<file path="config.mk">
export PLATFORM = sky130hd
export DESIGN_NAME = mem_arbiter
export DESIGN_NICKNAME = d
export VERILOG_FILES = /design/src/rtl/mem_arb_pkg.sv /design/src/rtl/mem_arbiter_pick2.sv /design/src/rtl/mem_arbiter.sv
export SDC_FILE = /design/constraint.sdc
export NUM_CORES = 1
export LEC_CHECK = 0
export BUFFER_PORTS_ARGS = -buffer_cell sky130_fd_sc_hd__buf_4
export CORE_UTILIZATION = 42
export DETAILED_ROUTE_END_ITERATION = 16
export GPL_TIMING_DRIVEN = 0
export MAX_ROUTING_LAYER = met4
export PLACE_DENSITY = 0.76
export SETUP_SLACK_MARGIN = 0.05
export SKIP_CTS_REPAIR_TIMING = 1
export SLEW_MARGIN = 20
export SYNTH_ARGS = -nofsm -noshare
export SYNTH_HDL_FRONTEND = slang
export SYNTH_HIERARCHICAL = 1
export SYNTH_SLANG_ARGS = --single-unit
</file>
<file path="constraint.sdc">
create_clock -name clk -period 1.8 [get_ports clk]
set_clock_uncertainty 0.2 [all_clocks]
set_input_delay 0.36 -clock clk [delete_from_list [all_inputs] [get_ports clk]]
set_output_delay 0.36 -clock clk [all_outputs]
set_load 0.1 [all_outputs]
</file>
<file path="src/rtl/mem_arb_pkg.sv">
// Shared types and helpers for the I/D unified-memory arbiter.
package mem_arb_pkg;

    typedef enum logic [1:0] {ARB_IDLE, ARB_ACCESS, ARB_RESP} arb_state_t;
    typedef enum logic {GNT_I, GNT_D} arb_gnt_t;

    typedef struct packed {
        logic [31:0] addr;
        logic [31:0] wdata;
        logic [3:0]  be;
        logic        we;
    } arb_req_t;

    function automatic logic word_in_range(input logic [31:0] addr, input int unsigned words);
        return {2'b00, addr[31:2]} < words;
    endfunction

    function automatic logic [31:0] sat_inc(input logic [31:0] v);
        return (v == '1) ? v : v + 32'd1;
    endfunction

endpackage

</file>
<file path="src/rtl/mem_arbiter_pick2.sv">
// Combinational 2-way picker: round-robin or fixed D priority on conflict.
module arb_pick2
    import mem_arb_pkg::*;
#(
    parameter bit RR_EN = 1'b1
) (
    input  logic       req_i,
    input  logic       req_d,
    input  arb_gnt_t   last_grant,
    input  logic [1:0] mask,
    output logic       gnt_valid,
    output arb_gnt_t   gnt
);

    logic cand_i;
    logic cand_d;

    // mask[0] excludes I, mask[1] excludes D
    assign cand_i = req_i && !mask[0];
    assign cand_d = req_d && !mask[1];

    always_comb begin
        gnt_valid = cand_i || cand_d;
        gnt       = GNT_I;
        if (cand_i && cand_d) begin
            if (RR_EN)
                gnt = (last_grant == GNT_I) ? GNT_D : GNT_I;
            else
                gnt = GNT_D;
        end else if (cand_d) begin
            gnt = GNT_D;
        end
    end

endmodule

</file>
<file path="src/rtl/mem_arbiter.sv">
// Arbitrates the single-port memory between fetch (I) and load/store (D).
// Optional perf counters are enabled with the MEM_ARB_PERF_EN macro.
module mem_arbiter
    import mem_arb_pkg::*;
#(
    parameter bit          RR_EN     = 1'b1,
    parameter int unsigned MEM_WORDS = 128
) (
    input  logic        clk,
    input  logic        rst_n,
    input  logic        i_req,
    input  logic [31:0] i_addr,
    output logic        i_ack,
    output logic [31:0] i_rdata,
    input  logic        d_req,
    input  logic        d_we,
    input  logic [31:0] d_addr,
    input  logic [31:0] d_wdata,
    input  logic [3:0]  d_be,
    output logic        d_ack,
    output logic [31:0] d_rdata,
    output logic        d_err,
    output logic [31:0] mem_address,
    output logic [31:0] mem_write_data,
    output logic [3:0]  mem_byte_enable,
    output logic        mem_write_enable,
    input  logic [31:0] mem_read_data
`ifdef MEM_ARB_PERF_EN
    ,
    output logic [31:0] perf_i_cnt,
    output logic [31:0] perf_d_cnt,
    output logic [31:0] perf_conflict_cnt
`endif
);

    arb_state_t  state, next_state;
    arb_gnt_t    winner;
    arb_gnt_t    pick_gnt;
    arb_req_t    lat;
    arb_req_t    sel_req;
    logic        pick_valid;
    logic        arb_go;
    logic [1:0]  pick_mask;
    logic        lat_bad;
    logic [31:0] resp_data;

    // In RESP the winner still holds req for its ack cycle, so it is masked out
    always_comb begin
        pick_mask = 2'b00;
        if (state == ARB_RESP)
            pick_mask = (winner == GNT_D) ? 2'b10 : 2'b01;
    end

    arb_pick2 #(.RR_EN(RR_EN)) u_pick (
        .req_i      (i_req),
        .req_d      (d_req),
        .last_grant (winner),
        .mask       (pick_mask),
        .gnt_valid  (pick_valid),
        .gnt        (pick_gnt)
    );

    assign arb_go = pick_valid && (state == ARB_IDLE || state == ARB_RESP);

    always_comb begin
        sel_req = '0;
        if (pick_gnt == GNT_D) begin
            sel_req.addr  = d_addr;
            sel_req.wdata = d_wdata;
            sel_req.be    = d_be;
            sel_req.we    = d_we;
        end else begin
            sel_req.addr  = i_addr;
        end
    end

    always_comb begin
        next_state = state;
        case (state)
            ARB_IDLE:   if (pick_valid) next_state = ARB_ACCESS;
            ARB_ACCESS: next_state = ARB_RESP;
            ARB_RESP:   next_state = pick_valid ? ARB_ACCESS : ARB_IDLE;
            default:    next_state = ARB_IDLE;
        endcase
    end

    assign lat_bad   = !word_in_range(lat.addr, MEM_WORDS) ||
                       (lat.we && (lat.addr[1:0] != 2'b00));
    assign resp_data = lat_bad ? '0 : mem_read_data;

    assign mem_address      = lat.addr;
    assign mem_write_data   = lat.wdata;
    assign mem_byte_enable  = lat.be;
    // Gated by rst_n so a reset landing on ACCESS cannot commit the store
    assign mem_write_enable = rst_n && (state == ARB_ACCESS) && lat.we && !lat_bad;

    always_ff @(posedge clk) begin
        if (!rst_n) begin
            state   <= ARB_IDLE;
            winner  <= GNT_I;
            lat     <= '0;
            i_ack   <= 1'b0;
            d_ack   <= 1'b0;
            d_err   <= 1'b0;
            i_rdata <= '0;
            d_rdata <= '0;
        end else begin
            state <= next_state;
            i_ack <= 1'b0;
            d_ack <= 1'b0;
            d_err <= 1'b0;
            if (arb_go) begin
                lat    <= sel_req;
                winner <= pick_gnt;
            end
            if (state == ARB_ACCESS) begin
                if (winner == GNT_D) begin
                    d_ack   <= 1'b1;
                    d_err   <= lat_bad;
                    d_rdata <= resp_data;
                end else begin
                    i_ack   <= 1'b1;
                    i_rdata <= resp_data;
                end
            end
        end
    end

`ifdef MEM_ARB_PERF_EN
    logic both_wait;

    // Outside RESP, both reqs high means one of them is genuinely stalled
    assign both_wait = i_req && d_req && (state != ARB_RESP);

    always_ff @(posedge clk) begin
        if (!rst_n) begin
            perf_i_cnt        <= '0;
            perf_d_cnt        <= '0;
            perf_conflict_cnt <= '0;
        end else begin
            if (arb_go && pick_gnt == GNT_I) perf_i_cnt <= sat_inc(perf_i_cnt);
            if (arb_go && pick_gnt == GNT_D) perf_d_cnt <= sat_inc(perf_d_cnt);
            if (both_wait) perf_conflict_cnt <= sat_inc(perf_conflict_cnt);
        end
    end
`endif

endmodule

</file>
# Yosys cells after proc, flatten, opt, wreduce, memory -nomap -nowiden
# Cells that the tools add are included.
[word_totals]
regBits = 139
word_cells = 49
[op_classes]
magnitude_cmp = 1
n_eq_ne = 3
n_mux = 12
bitwise_logic = 1
n_reduce_logical = 21
[ops]
columns = ["cell", "count"]
rows = [
  ["$mux 32", 2],
  ["$mux 37", 1],
  ["$lt 30x8->1 const B", 1],
  ["$logic_and 1x1->1", 8],
  ["$mux 2", 3],
  ["$pmux 2 s3", 1],
  ["$reduce_and 2->1", 3],
  ["$mux 1", 5],
  ["$logic_not 1->1", 4],
  ["$logic_or 1x1->1", 3],
  ["$reduce_and 3->1", 1],
  ["$eq 2x1->1 const B", 1],
  ["$eq 2x2->1 const B", 1],
  ["$logic_not 2->1", 1],
  ["$ne 2x2->1 const B", 1],
  ["$reduce_bool 2->1", 1],
  ["$not 1->1", 1],
]

# Longest topological paths before layout
[depth]
word_depth = 7
ltp_mapped = 8

# Cells and area by module
# Netlist, hierarchy kept.
[modules_own_cells]
columns = ["mod", "n_inst", "cells_each", "area_per_inst_um2", "seq_area_each_um2"]
rows = [
  ["mem_arbiter", 1, 665, 5880.6, 2782.7],
  ["arb_pick2", 1, 5, 38.8, 0.0],
]

# Least setup slack after synthesis
# OpenSTA, ideal clock, no wires.
[synth_timing]
path_type = "flip-flop to output port"
startpoint = "register lat, in the netlist mem_address[19]"
endpoint = "output mem_write_enable"
arrival_ns = 3.872
t_required_ns = 1.240
setup_slack_ns = -2.632
stages_incl_launch_ff = 5
n_path_buf = 1
cell_sequence = "dfxtp_1 > nor4_1 > nand4_1 > clkbuf_1 > nor4_1"
[synth_via]
elab_chain_cells = 5
[synth_rtl]
columns = ["item", "line_no", "source"]
rows = [
  ["from (decl)", "mem_arbiter.sv:39", "arb_req_t lat;"],
  ["from (signal assigned)", "mem_arbiter.sv:113", "lat <= sel_req;"],
  ["$lt 30x8->1", "mem_arb_pkg.sv:15", "return {2'b00, addr[31:2]} < words;"],
  ["$logic_not 1->1", "mem_arbiter.sv:87", "assign lat_bad = !word_in_range(lat.addr, MEM_WORDS) ||"],
  ["$logic_or 1x1->1", "mem_arbiter.sv:87", ""],
  ["$logic_not 1->1", "mem_arbiter.sv:95", "assign mem_write_enable = rst_n && (state == ARB_ACCESS) && lat.we && !lat_bad;"],
  ["$logic_and 1x1->1", "mem_arbiter.sv:95", ""],
  ["to (decl)", "mem_arbiter.sv:26", "output logic mem_write_enable,"],
]
# Every way passes these cells.

# Worst setup path in the final report
[layout_timing]
startpoint = "register lat, in the netlist mem_address[15]"
endpoint = "output mem_write_enable"
# The elaborated chain is that of the path after synthesis.

==> impl_metrics.env <==
export IMPL_ys_warn_count=6
export IMPL_grt_pass1_wl_microns=28000
export IMPL_dpl_cell_area_sq_um=8270
export IMPL_coreArea_sq_um=13800
export IMPL_final_area_sq_um=11100
export IMPL_routabilityCongestion=0.832
export IMPL_synthesis_instances=670
export IMPL_die_x_microns=121
export IMPL_fin_crit_sh_pct=141
export IMPL_finalWirelength_microns=23000
export IMPL_grt_start_max_net_pins=17
export IMPL_peakVddDrop_mv=0.694
export IMPL_fin_nets=1149
export IMPL_area_growth_pct=87.1
export IMPL_final_antenna_net_count=0
export IMPL_post_place_ws_ps=-472
export IMPL_drv_cap=0
export IMPL_antennaDiodeCount=0
export IMPL_vias_per_cell=5.44
export IMPL_use_met1_pct=29.2
export IMPL_ys_types=34
export IMPL_slew_headroom_pct=46.8
export IMPL_root_buffer="clkbuf_16"
export IMPL_hold_class="in2reg"
export IMPL_io_buffers=271
export IMPL_setup_viol=135
export IMPL_cts_sinks=139
export IMPL_gr_usage_all_layers_pct=25.6
export IMPL_drive_gt1_share_pct=61.2
export IMPL_drt_wirelength_per_cell_microns=19.1
export IMPL_cts_htree_levels=4
export IMPL_setup_slack_ps=-730
export IMPL_cts_buffer_depth=2
export IMPL_violations="setup timing"
export IMPL_grtUsageMet3_pct=5.42
export IMPL_worst_pin_slew_ps=799
export IMPL_power_density_nw_per_um2=929
export IMPL_leakagePower_nw=4.68
export IMPL_finalHoldViolCount=0
export IMPL_grt_busiest_layer="met2"
export IMPL_synth_fp_nets=807
export IMPL_synth_top_cell_by_area="dfxtp_1"
export IMPL_start_util_pct=42.8
export IMPL_drtPass1Iterations=5
export IMPL_drtIter0Drc=408
export IMPL_grt_use_met2_pct=43.3
export IMPL_synth_seq_area_share_pct=47.0
export IMPL_dp_hpwl_microns=13600
export IMPL_worstPathRequired_ps=1240
export IMPL_cts_tree="yes"
export IMPL_worst_path_max_fanout=3
export IMPL_die_area_sq_um=14600
export IMPL_fin_crit_ps=2530
export IMPL_drcViolationCount=0
export IMPL_clk_pin_slew_ps=60
export IMPL_tns_ps=-20340
export IMPL_antenna_found_initial=0
export IMPL_slew_viol_final=0
export IMPL_insertion_delay_ps=420
export IMPL_cp_end_kind="output port"
export IMPL_worstPathArrival_ps=1970
export IMPL_syn_cell_area_sq_um=5920
export IMPL_vias=6544
export IMPL_ios=273
export IMPL_cts_buffers=17
export IMPL_synth_top_area_share_pct=47.0
export IMPL_cp_start_kind="flip-flop"
export IMPL_rsz0062_at_grt="true"
export IMPL_synth_area_leaders="dfxtp_1, buf_4, nand2_1"
export IMPL_placementRows=43
export IMPL_synth_seq_cells=139
export IMPL_grt_pass1_vias=5586
export IMPL_die_y_microns=121
export IMPL_max_freq_mhz=395
export IMPL_outcome="finished with violations"
export IMPL_grt_ovfl_total=0
export IMPL_worstSetupPathType="reg2out"
export IMPL_syn_area_per_cell_sq_um=8.83
cell usage in the layout, fill, tap and decap left out, drive strengths merged, types with 3 or more instances in the layout:
cell / count
a211oi: 32
a21oi: 38
buf: 400
bufinv: 7
clkbuf: 59
clkinv: 3
dfxtp: 139
dlygate4sd3: 11
inv: 3
mux2i: 32
nand2: 104
nand3: 70
nand4: 3
nor2: 34
nor4: 6
o31ai: 32
o32ai: 32
routing by layer:
layer | vias up | share of wire (%)
met5 | - | 0
met4 | 0 | 3.0
met3 | 50 | 5.9
met2 | 301 | 53
met1 | 3169 | 38
li1 | 3024 | -
through the flow:
stage | instances | total power [W] | hold WS, ps | utilization [%]
after floorplan | 670 | 0.00493 | 232 | -
after global placement | 1121 | 0.00552 | 239 | 59.8
after detailed placement | 1121 | 0.00554 | 244 | 59.8
after CTS | 1152 | 0.00959 | 4.72 | 64.8
after global routing | 1204 | 0.0106 | -6.07 | 80.1
final | 1204 | 0.0103 | 4.12 | 80.1
cells in the mapped netlist:
cell type and instances:
mux2i_1 32, o32ai_2 2, nand2b_1 1, nor4_4 1, o31a_1 1, and3b_1 2
o31ai_1 32, a31oi_2 1, buf_2 14, nor2_1 34, buf_1 3, nand4_1 2
nand3_1 70, a21oi_1 38, nand3b_1 1, nor3b_4 1, inv_1 2, clkbuf_1 43
buf_4 68, o21a_1 1, nor3b_1 1, nand2b_4 1, nor4_1 5, nand2_1 104
and2_1 2, nor3_1 1, nor2b_1 2, dfxtp_1 139, nand4_2 1, o21ai_1 1
a211oi_1 32, inv_2 1, o32ai_1 30, o21ai_0 1
worst max-delay path, stage by stage, from the launching register on:
cell,delay [ps]
dfxtp_2,330
nor4_2,300
nand4_1,290
buf_8,220
nor4_4,140
buf_6,270
report_power, final:
group	internal, W	switching (W)
sequential	0.00321	0.000118
clock	0.00276	0.00134
combinational	0.00112	0.00175
cells by family after synthesis:
family                 Yosys count  share of synthesized area, %
multiplexers                    32                          5.41
AO/OA/AOI/OAI                  139                          17.0
buffers and inverters          131                          12.9
AND/OR/NAND/NOR                229                          17.7
flip-flops                     139                          47.0
state kept, by name (all words and copies together) (netlist names), 2 cells and up:
signal and count:
d_rdata 32, i_rdata 32, mem_address 32, mem_byte_enable 4
mem_write_data 32, state 2
worst paths after layout:
kind,startpoint,end,slack [ps],cells after the start
max,mem_address[15],mem_write_enable,-730,5
max reg2reg,mem_address[15],i_rdata[21],-290,6
min,d_be[2],mem_byte_enable[2],4,3
min reg2reg,mem_write_data[17],mem_write_data[17],270,2
final cells by class:
type | count | area (sq um)
Buffer | 128 | 1080
Timing Repair Buffer | 323 | 2850
Clock inverter | 12 | 244
Fill cell | 811 | 2750
Inverter | 3 | 11.3
Multi-Input combinational cell | 400 | 3420
Clock buffer | 19 | 443
Tap cell | 180 | 225
Sequential cell | 139 | 2810
No activity file was read; power rests on OpenSTA's default activity.
